### src/rtl/conv_ctrl_fsm_gen_pkg.sv
// Shared types and helpers for the conv-layer sequencer.
package conv_ctrl_pkg;

  typedef enum logic [2:0] {
    IDLE,
    LOAD_K,
    LOAD_I,
    I_SHIFT,
    COMPUTE,
    OUT_WAIT,
    DONE
  } fsm_state_t;

  // Output mux select value meaning "no way selected"; sliced to the port width.
  localparam logic [31:0] ODS_SEL_IDLE = '1;

  // Number of channel groups, counting a partial last group.
  function automatic int num_groups(input int total, input int par);
    return (total + par - 1) / par;
  endfunction

  // Counter width for a given extent, never below one bit.
  function automatic int cnt_width(input int extent);
    return (extent <= 1) ? 1 : $clog2(extent);
  endfunction

endpackage

### src/rtl/conv_ctrl_fsm_gen_if.sv
// Host stream and result handshake bundle of the conv-layer sequencer.
interface conv_ctrl_fsm_gen_if;

  logic        con_valid;
  logic        con_ready;
  logic        out_ready;
  logic        output_valid;
  logic [31:0] output_x;
  logic [31:0] output_y;
  logic [31:0] output_ch;

  // The sequencer consumes host beats and presents results.
  modport master (
    input  con_valid,
    input  out_ready,
    output con_ready,
    output output_valid,
    output output_x,
    output output_y,
    output output_ch
  );

  // The host / downstream side of the same bundle.
  modport slave (
    output con_valid,
    output out_ready,
    input  con_ready,
    input  output_valid,
    input  output_x,
    input  output_y,
    input  output_ch
  );

endinterface

### src/rtl/conv_ctrl_fsm_gen_loop_nest.sv
// x / y / channel-group loop nest; x is innermost, group outermost.
module loop_nest_counter
  import conv_ctrl_pkg::*;
#(
  parameter int X_EXT = 2,
  parameter int Y_EXT = 2,
  parameter int G_EXT = 1
) (
  input  logic                        clk,
  input  logic                        rst_in,
  input  logic                        clear,
  input  logic                        step,
  output logic [cnt_width(X_EXT)-1:0] x,
  output logic [cnt_width(Y_EXT)-1:0] y,
  output logic [cnt_width(G_EXT)-1:0] group,
  output logic                        last_x,
  output logic                        last_y,
  output logic                        last_group,
  output logic                        last_overall
);

  localparam int XW = cnt_width(X_EXT);
  localparam int YW = cnt_width(Y_EXT);
  localparam int GW = cnt_width(G_EXT);

  assign last_x       = (x == XW'(X_EXT - 1));
  assign last_y       = (y == YW'(Y_EXT - 1));
  assign last_group   = (group == GW'(G_EXT - 1));
  assign last_overall = last_x && last_y && last_group;

  // Advance the nest by one pixel per step, carrying x -> y -> group.
  always_ff @(posedge clk) begin
    if (rst_in || clear) begin
      x     <= '0;
      y     <= '0;
      group <= '0;
    end else if (step) begin
      if (!last_x) begin
        x <= x + 1'b1;
      end else begin
        x <= '0;
        if (!last_y) begin
          y <= y + 1'b1;
        end else begin
          y <= '0;
          if (!last_group) begin
            group <= group + 1'b1;
          end else begin
            group <= '0;
          end
        end
      end
    end
  end

endmodule

### src/rtl/conv_ctrl_fsm_gen.sv
// Conv-layer sequencer: loads kernel groups and input rows into the PE
// array, runs the compute phases and hands results downstream, looping
// over channel-group / y / x with full valid/ready on every beat.
module conv_ctrl_fsm_gen
  import conv_ctrl_pkg::*;
#(
  parameter int FEATURE_MAP_WIDTH  = 1024,
  parameter int FEATURE_MAP_HEIGHT = 1024,
  parameter int OUTPUT_NB_CHANNELS = 64,
  parameter int CH_OUT_PAR         = 6,
  parameter int K_BEATS            = 12,
  parameter int I_BEATS            = 4,
  parameter int PRELOAD_ROWS       = 3,
  parameter int COMPUTE_CYCLES     = 6,
  parameter int ODS_WAYS           = 3
) (
  input  logic                                 clk,
  input  logic                                 rst_in,
  input  logic                                 start,
  output logic                                 running,
  output logic                                 done,
  conv_ctrl_fsm_gen_if.master                  bus,
  output logic [K_BEATS-1:0]                   ctrl_kds_le_select,
  output logic [cnt_width(CH_OUT_PAR)-1:0]     ctrl_kds_ch_select,
  output logic [cnt_width(I_BEATS)-1:0]        ctrl_idss_le_select,
  output logic                                 ctrl_idss_shift,
  output logic                                 ctrl_ods_shift,
  output logic [$clog2(ODS_WAYS+1)-1:0]        ctrl_ods_sel_out,
  output logic                                 driving_cons
);

  localparam int NUM_GROUPS = num_groups(OUTPUT_NB_CHANNELS, CH_OUT_PAR);
  localparam int CH_REM     = OUTPUT_NB_CHANNELS % CH_OUT_PAR;
  localparam int LAST_CHS   = (CH_REM == 0) ? CH_OUT_PAR : CH_REM;
  localparam int KBW        = cnt_width(K_BEATS);
  localparam int KCW        = cnt_width(CH_OUT_PAR);
  localparam int IBW        = cnt_width(I_BEATS);
  localparam int IRW        = cnt_width(PRELOAD_ROWS);
  localparam int PHW        = cnt_width(COMPUTE_CYCLES);
  localparam int XW         = cnt_width(FEATURE_MAP_WIDTH);
  localparam int YW         = cnt_width(FEATURE_MAP_HEIGHT);
  localparam int GW         = cnt_width(NUM_GROUPS);
  localparam int SELW       = $clog2(ODS_WAYS + 1);

  localparam logic [K_BEATS-1:0] KSEL_ONE      = K_BEATS'(1);
  localparam logic [KCW-1:0]     KCH_LAST_FULL = KCW'(CH_OUT_PAR - 1);
  localparam logic [KCW-1:0]     KCH_LAST_PART = KCW'(LAST_CHS - 1);
  localparam logic [KBW-1:0]     KBEAT_LAST    = KBW'(K_BEATS - 1);
  localparam logic [IBW-1:0]     IBEAT_LAST    = IBW'(I_BEATS - 1);
  localparam logic [IRW-1:0]     IROW_LAST     = IRW'(PRELOAD_ROWS - 1);
  localparam logic [PHW-1:0]     PHASE_LAST    = PHW'(COMPUTE_CYCLES - 1);

  fsm_state_t state, state_n;

  logic [KBW-1:0] kbeat, kbeat_n;
  logic [KCW-1:0] kch, kch_n;
  logic [IBW-1:0] ibeat, ibeat_n;
  logic [IRW-1:0] irow, irow_n;
  logic [PHW-1:0] phase, phase_n;

  logic [XW-1:0]  x_cnt;
  logic [YW-1:0]  y_cnt;
  logic [GW-1:0]  group_cnt;
  logic           last_x, last_y, last_group, last_overall;

  logic           nest_clear;
  logic           nest_step;
  logic           load_out;
  logic           beat;
  logic           phase_adv;
  logic [KCW-1:0] kch_last;

  // Only the final group can be partial.
  assign kch_last = last_group ? KCH_LAST_PART : KCH_LAST_FULL;
  assign running  = (state != IDLE);

  loop_nest_counter #(
    .X_EXT (FEATURE_MAP_WIDTH),
    .Y_EXT (FEATURE_MAP_HEIGHT),
    .G_EXT (NUM_GROUPS)
  ) u_nest (
    .clk          (clk),
    .rst_in       (rst_in),
    .clear        (nest_clear),
    .step         (nest_step),
    .x            (x_cnt),
    .y            (y_cnt),
    .group        (group_cnt),
    .last_x       (last_x),
    .last_y       (last_y),
    .last_group   (last_group),
    .last_overall (last_overall)
  );

  // State and per-phase beat counters.
  always_ff @(posedge clk) begin
    if (rst_in) begin
      state <= IDLE;
      kbeat <= '0;
      kch   <= '0;
      ibeat <= '0;
      irow  <= '0;
      phase <= '0;
    end else begin
      state <= state_n;
      kbeat <= kbeat_n;
      kch   <= kch_n;
      ibeat <= ibeat_n;
      irow  <= irow_n;
      phase <= phase_n;
    end
  end

  // Next state, counter updates and datapath controls; selects hold on a stall.
  always_comb begin
    state_n             = state;
    kbeat_n             = kbeat;
    kch_n               = kch;
    ibeat_n             = ibeat;
    irow_n              = irow;
    phase_n             = phase;
    nest_clear          = 1'b0;
    nest_step           = 1'b0;
    load_out            = 1'b0;
    beat                = 1'b0;
    phase_adv           = 1'b0;
    done                = 1'b0;
    bus.con_ready       = 1'b0;
    ctrl_kds_le_select  = '0;
    ctrl_kds_ch_select  = '0;
    ctrl_idss_le_select = '0;
    ctrl_idss_shift     = 1'b0;
    ctrl_ods_shift      = 1'b0;
    ctrl_ods_sel_out    = ODS_SEL_IDLE[SELW-1:0];
    driving_cons        = 1'b0;

    case (state)
      IDLE: begin
        if (start) begin
          state_n    = LOAD_K;
          nest_clear = 1'b1;
          kbeat_n    = '0;
          kch_n      = '0;
          ibeat_n    = '0;
          irow_n     = '0;
          phase_n    = '0;
        end
      end

      LOAD_K: begin
        bus.con_ready      = 1'b1;
        beat               = bus.con_valid;
        ctrl_kds_le_select = KSEL_ONE << kbeat;
        ctrl_kds_ch_select = kch;
        if (beat) begin
          if (kbeat == KBEAT_LAST) begin
            kbeat_n = '0;
            if (kch == kch_last) begin
              kch_n   = '0;
              irow_n  = '0;
              ibeat_n = '0;
              state_n = LOAD_I;
            end else begin
              kch_n = kch + 1'b1;
            end
          end else begin
            kbeat_n = kbeat + 1'b1;
          end
        end
      end

      LOAD_I: begin
        bus.con_ready       = 1'b1;
        beat                = bus.con_valid;
        ctrl_idss_le_select = ibeat;
        if (beat) begin
          if (ibeat == IBEAT_LAST) begin
            ibeat_n = '0;
            state_n = I_SHIFT;
          end else begin
            ibeat_n = ibeat + 1'b1;
          end
        end
      end

      I_SHIFT: begin
        ctrl_idss_shift = 1'b1;
        if (irow == IROW_LAST) begin
          irow_n  = '0;
          phase_n = '0;
          state_n = COMPUTE;
        end else begin
          irow_n  = irow + 1'b1;
          state_n = LOAD_I;
        end
      end

      COMPUTE: begin
        ctrl_ods_sel_out = SELW'(32'(phase) % ODS_WAYS);
        driving_cons     = (32'(phase) >= 32'(COMPUTE_CYCLES - ODS_WAYS));
        if (32'(phase) < 32'(I_BEATS)) begin
          bus.con_ready       = 1'b1;
          beat                = bus.con_valid;
          ctrl_idss_le_select = IBW'(phase);
          phase_adv           = beat;
        end else begin
          phase_adv = 1'b1;
        end
        if (phase_adv) begin
          if (phase == PHASE_LAST) begin
            ctrl_idss_shift = 1'b1;
            ctrl_ods_shift  = 1'b1;
            load_out        = 1'b1;
            phase_n         = '0;
            state_n         = OUT_WAIT;
          end else begin
            phase_n = phase + 1'b1;
          end
        end
      end

      OUT_WAIT: begin
        if (bus.out_ready) begin
          nest_step = 1'b1;
          phase_n   = '0;
          if (!last_x) begin
            state_n = COMPUTE;
          end else if (!last_y) begin
            state_n = LOAD_I;
          end else if (last_overall) begin
            state_n = DONE;
          end else begin
            state_n = LOAD_K;
          end
        end
      end

      DONE: begin
        done    = 1'b1;
        state_n = IDLE;
      end

      default: begin
        state_n = IDLE;
      end
    endcase
  end

  // Result register: captured at the last compute phase, held until accepted.
  always_ff @(posedge clk) begin
    if (rst_in) begin
      bus.output_valid <= 1'b0;
      bus.output_x     <= '0;
      bus.output_y     <= '0;
      bus.output_ch    <= '0;
    end else if (load_out) begin
      bus.output_valid <= 1'b1;
      bus.output_x     <= 32'(x_cnt);
      bus.output_y     <= 32'(y_cnt);
      bus.output_ch    <= 32'(group_cnt) * 32'(CH_OUT_PAR);
    end else if (state == OUT_WAIT && bus.out_ready) begin
      bus.output_valid <= 1'b0;
    end
  end

endmodule

### src/flat_wrapper.sv
// flat-port wrapper written by rule: the top's interface ports become plain ports
module conv_ctrl_fsm_gen_flat import conv_ctrl_pkg::*;
#(
  parameter int FEATURE_MAP_WIDTH  = 1024,
  parameter int FEATURE_MAP_HEIGHT = 1024,
  parameter int OUTPUT_NB_CHANNELS = 64,
  parameter int CH_OUT_PAR         = 6,
  parameter int K_BEATS            = 12,
  parameter int I_BEATS            = 4,
  parameter int PRELOAD_ROWS       = 3,
  parameter int COMPUTE_CYCLES     = 6,
  parameter int ODS_WAYS           = 3
)
  (clk, rst_in, start, running, done, ctrl_kds_le_select, ctrl_kds_ch_select, ctrl_idss_le_select, ctrl_idss_shift, ctrl_ods_shift, ctrl_ods_sel_out, driving_cons, bus_con_valid, bus_out_ready, bus_con_ready, bus_output_valid, bus_output_x, bus_output_y, bus_output_ch);
  conv_ctrl_fsm_gen_if bus_i ();
  input  logic clk;
  input  logic rst_in;
  input  logic start;
  output logic running;
  output logic done;
  output logic [K_BEATS-1:0] ctrl_kds_le_select;
  output logic [cnt_width(CH_OUT_PAR)-1:0] ctrl_kds_ch_select;
  output logic [cnt_width(I_BEATS)-1:0] ctrl_idss_le_select;
  output logic ctrl_idss_shift;
  output logic ctrl_ods_shift;
  output logic [$clog2(ODS_WAYS+1)-1:0] ctrl_ods_sel_out;
  output logic driving_cons;
  input wire logic [$bits(bus_i.con_valid)-1:0] bus_con_valid;
  input wire logic [$bits(bus_i.out_ready)-1:0] bus_out_ready;
  output wire logic [$bits(bus_i.con_ready)-1:0] bus_con_ready;
  output wire logic [$bits(bus_i.output_valid)-1:0] bus_output_valid;
  output wire logic [$bits(bus_i.output_x)-1:0] bus_output_x;
  output wire logic [$bits(bus_i.output_y)-1:0] bus_output_y;
  output wire logic [$bits(bus_i.output_ch)-1:0] bus_output_ch;
  assign bus_i.con_valid = bus_con_valid;
  assign bus_i.out_ready = bus_out_ready;
  assign bus_con_ready = bus_i.con_ready;
  assign bus_output_valid = bus_i.output_valid;
  assign bus_output_x = bus_i.output_x;
  assign bus_output_y = bus_i.output_y;
  assign bus_output_ch = bus_i.output_ch;
  conv_ctrl_fsm_gen #(.FEATURE_MAP_WIDTH(FEATURE_MAP_WIDTH), .FEATURE_MAP_HEIGHT(FEATURE_MAP_HEIGHT), .OUTPUT_NB_CHANNELS(OUTPUT_NB_CHANNELS), .CH_OUT_PAR(CH_OUT_PAR), .K_BEATS(K_BEATS), .I_BEATS(I_BEATS), .PRELOAD_ROWS(PRELOAD_ROWS), .COMPUTE_CYCLES(COMPUTE_CYCLES), .ODS_WAYS(ODS_WAYS)) u_core (.clk(clk), .rst_in(rst_in), .start(start), .running(running), .done(done), .bus(bus_i), .ctrl_kds_le_select(ctrl_kds_le_select), .ctrl_kds_ch_select(ctrl_kds_ch_select), .ctrl_idss_le_select(ctrl_idss_le_select), .ctrl_idss_shift(ctrl_idss_shift), .ctrl_ods_shift(ctrl_ods_shift), .ctrl_ods_sel_out(ctrl_ods_sel_out), .driving_cons(driving_cons));
endmodule
### config.mk
export PLATFORM = sky130hd
export DESIGN_NAME = conv_ctrl_fsm_gen_flat
export DESIGN_NICKNAME = d
export VERILOG_FILES = /design/src/rtl/conv_ctrl_fsm_gen_pkg.sv /design/src/rtl/conv_ctrl_fsm_gen_if.sv /design/src/rtl/conv_ctrl_fsm_gen_loop_nest.sv /design/src/rtl/conv_ctrl_fsm_gen.sv /design/src/flat_wrapper.sv
export SDC_FILE = /design/constraint.sdc
export NUM_CORES = 1
export LEC_CHECK = 0
export BUFFER_PORTS_ARGS = -buffer_cell sky130_fd_sc_hd__buf_2
export CORE_MARGIN = 1.5
export CORE_UTILIZATION = 47
export CTS_CLUSTER_SIZE = 40
export DETAILED_ROUTE_END_ITERATION = 6
export HOLD_SLACK_MARGIN = 0.1
export PLACE_DENSITY = 0.77
export SETUP_SLACK_MARGIN = 0.5
export SLEW_MARGIN = 20
export SYNTH_ARGS = -nofsm -noshare
export SYNTH_HDL_FRONTEND = slang
export SYNTH_SLANG_ARGS = --single-unit
### constraint.sdc
create_clock -name clk -period 2 [get_ports clk]
set_input_delay 0 -clock clk [delete_from_list [all_inputs] [get_ports clk]]
set_output_delay 0 -clock clk [all_outputs]
set_load 0.01 [all_outputs]
==> summary.md <==
| Metric | Value |
|---|---|
| Hold Path Class | in2reg |
| Fraction of layout cells with a size suffix above 1 | ~52% |
| CP Max Fanout | 4 |
| WS Path Type | reg2reg |
| Crit path DAT | 2190 ps |
| Leakage power | roughly 2.8 nW |
| Worst path max stage delay | ~430 ps |
| MaxCap Viol Count | 0 |
| Post-synthesis xor/xnor area fraction | 4.93% |
| Post-DRT Antenna Nets | 0 |
| Finished Cell Area | around 6400 sq um |
| Final worst slack | around 80 ps |
| CTS Buf Count | 9 |
| Avg WL per Cell | ~19 um |
| Final net count | approximately 700 |
| Cell total after placement | between 600 and 700 |
| EDFF count, synth | 0 |
| Die width | a little under 100 um |
| Die ar. | ~9300 sq um |
| CTS sink count | just under 70 |
| Post-synth cell types | 54 |
| Area Growth Syn to Fin | 57.5% |
| Synth warnings | 0 |
| Worst hold margin | around 180 ps |
| Slew headroom | between 40% and 50% |
| FF+latch count, synth | 68 |
| Setup TNS | 0 ps |
| Drt pass-1 iters | 5 |
| Via Count | about 4300 |
| RSZ-0062 raised after global routing | yes |
| Largest family of logic cells by synthesized area | simple AND/OR/NAND/NOR gates |
| Worst vdd ir | ~0.48 mV |
| Min Clock Period, post-route | 1920 ps |
| CTS clk-pin slew, worst paths | approximately 80 ps |
| Pin count of the biggest net entering global routing | 33 |
| FP Rows | 33 |
| Critical path data required time | around 2300 ps |
| 1st-iter DRT viols | 240 |
| Pre-CTS setup slack | 172 ps |
| Boundary pin count | ~130 |
| CP startpoint | u_core.u_nest.group[0]$_SDFFE_PP0P_ |
| Placed Area | about 4400 sq um |
| # H-tree levels | 3 |
| Via-to-Cell Ratio | between 5 and 6 |
| First-pass GRT wire length | roughly 16 mm |
| Final Setup Violations | 0 |
| HP Start | bus_con_valid |
| Initial antenna violation count | 0 |
| Final Cycle Share | 96.0% |
| Compound-Gate Fraction of Synth Area | 12.2% |
| Power per standard cell area | approximately 650 nW/um^2 |
| Top FF cell, synth | dfxtp_1 |
| Pins over their slew limit | 0 |
| Synthesized cell area | 4090 sq um |
| Fin Clk Skew | ~12 ps |
| Post-Synth Simple-Gate Area | between 20% and 30% |
| Setup crit end kind | flop |
| Status | complete, no violations |
| Critical path launch point type | flop |
| Die H | 96.2 um |
| Post-synthesis mux area share | 0.245% |
| Core Box Area | roughly 8300 sq um |
| Hold Vio Cnt, Final | 0 |
| Cell family with most CP delay | simple AND/OR/NAND/NOR gates |
| Initial Util | 49.2% |
| Fraction of registers with async set/reset | 0% |
| Slew @ Worst Pin | 845 ps |
| Finished Layout Cells | 771 |
| Detail Placement HPWL | approximately 6.4 mm |
| Routability congestion estimate | about 0.83 |
| Sequence of cells on the critical path | inv_2, ha_4, and2_4, o21ai_4, buf_6, a31oi_4, or3_1, a21oi_1 |
| Crit-path slowest cell | or3_1 |
| DRC Markers | 0 |
| Fmax achieved | between 0.5 and 0.6 GHz |
| IO Port Bufs | 56 |
| Average size of a mapped cell | around 7.9 sq um |
| Gr usage total | between 20% and 30% |
| Worst skew pair latency | roughly 370 ps |
| Critical R2R Launch | u_core.u_nest.group[0]$_SDFFE_PP0P_ |
| Clk buf depth | 2 |
| CP Buf/Inv Count | 2 |
| Grt total ovfl | 0 |
| Cell chosen for the clock root | clkbuf_8 |
| Post-Synth Adder-Cell Area | between 6 and 7% |
| DRT Wirelength | around 14 mm |
| CTS tree | built |
| Seq/Total Area, Yosys | approximately 33% |
| Mapped Cells | 517 |
| N_diodes | 0 |
| Vias in the first global route | approximately 3500 |
[per-layer routing]
| layer | global-route usage, % | up-vias | share of wire (%) |
|---|---|---|---|
| met4 | 7.60 | 0 | 5.5 |
| met2 | 40.7 | 235 | 52 |
| met3 | 5.85 | 74 | 6.7 |
| li1 | - | 1912 | - |
| met5 | 0 | - | 0 |
| met1 | 25.5 | 2034 | 36 |
[power breakdown]
group	internal [mW]	switching, mW
registers	1.39	0.0813
clock network	0.697	0.586
logic	0.664	0.745
total	2.75	1.41
[cells in the final DEF, fill, tap and decap left out, types with 8 or more instances in the layout]
cell	n
nand2_1	42
buf_2	44
nand2_4	23
buf_6	37
buf_4	58
and3_1	8
dfxtp_4	18
ha_1	10
ha_4	9
conb_1	70
clkbuf_8	9
inv_1	8
a21oi_2	32
and2_4	8
nor2_1	34
xor2_1	17
dfxtp_1	44
a21oi_1	17
[cell usage after synthesis (6+ instances only)]
| library cell | n | share of area, % |
|---|---|---|
| and2_1 | 14 | 2.1 |
| nand4_1 | 7 | 1.1 |
| xnor2_1 | 6 | 1.3 |
| or3_1 | 8 | 1.2 |
| clkbuf_1 | 12 | 1.1 |
| buf_4 | 71 | 13 |
| nand2_1 | 71 | 6.5 |
| xor2_1 | 17 | 3.6 |
| dfxtp_1 | 68 | 33 |
| nand3_1 | 13 | 1.6 |
| ha_1 | 19 | 5.8 |
| a21oi_1 | 50 | 6.1 |
| buf_2 | 8 | 0.98 |
| nor3_1 | 11 | 1.3 |
| and3_1 | 12 | 1.8 |
| inv_1 | 15 | 1.4 |
| nor2_1 | 42 | 3.9 |
| o21ai_0 | 13 | 1.6 |
[sequential cells by signal (all words and copies together), names as in the netlist]
name                     count
u_core.bus.output_ch         6
u_core.irow                  2
u_core.bus.output_x         10
u_core.state                 3
u_core.ibeat                 2
u_core.phase                 3
u_core.bus.output_valid      1
u_core.u_nest.x             10
u_core.kbeat                 4
u_core.u_nest.group          4
u_core.u_nest.y             10
u_core.bus.output_y         10
u_core.kch                   3
[final timing paths]
path | to | slack (ps) | cells after the start
setup / recovery | u_core.state[1]$_SDFFE_PP0P_ | 80 | 8
hold / removal | u_core.phase[0]$_SDFFE_PP0P_ | 180 | 4
setup reg to reg | u_core.state[1]$_SDFFE_PP0P_ | 80 | 8
hold reg to reg | u_core.bus.output_y[9]$_SDFFE_PP0P_ | 460 | 2
[metrics by stage]
step	util [%]	power (mW)
after floorplan	-	2.08
after global placement	52.5	2.17
after detailed placement	52.5	2.19
after CTS	61.5	3.53
after global routing	77.6	4.31
final	77.6	4.16
[final cells by class]
| class | instances | area (sq um) |
|---|---|---|
| fillers | 451 | 1860 |
| inverters | 15 | 72.6 |
| repair buffers | 154 | 1370 |
| clock inverters | 7 | 91.3 |
| well taps | 105 | 131 |
| flip-flops and latches | 68 | 1440 |
| clock buffers | 9 | 124 |
| multi-input cells | 413 | 3220 |
[logic make-up (layout without fill, tap and decap cells)]
group,Yosys count,in the layout
xor gates and xnor gates,23,23
adders and majority gates,20,20
and+or+nand+nor,211,211
other,1,70
buffers and inverters,106,185
muxes,1,1
AOI/OAI and AO/OA,87,88
DFF,68,68
[tightest hold or removal path, cell delays in order]
cell and delay, ps:
buf_2 170, nor3_1 90, o21ai_0 170, a21oi_1 70
[timing repair]
action	CTS	global route
cloned	2	6
buffers inserted	27	49
gates resized for setup	80	200
hold endpoints to repair	5	0
pin swaps	29	97
hold buffers	2	0
setup endpoints to repair	88	88
(Power assumes the default switching activity.)
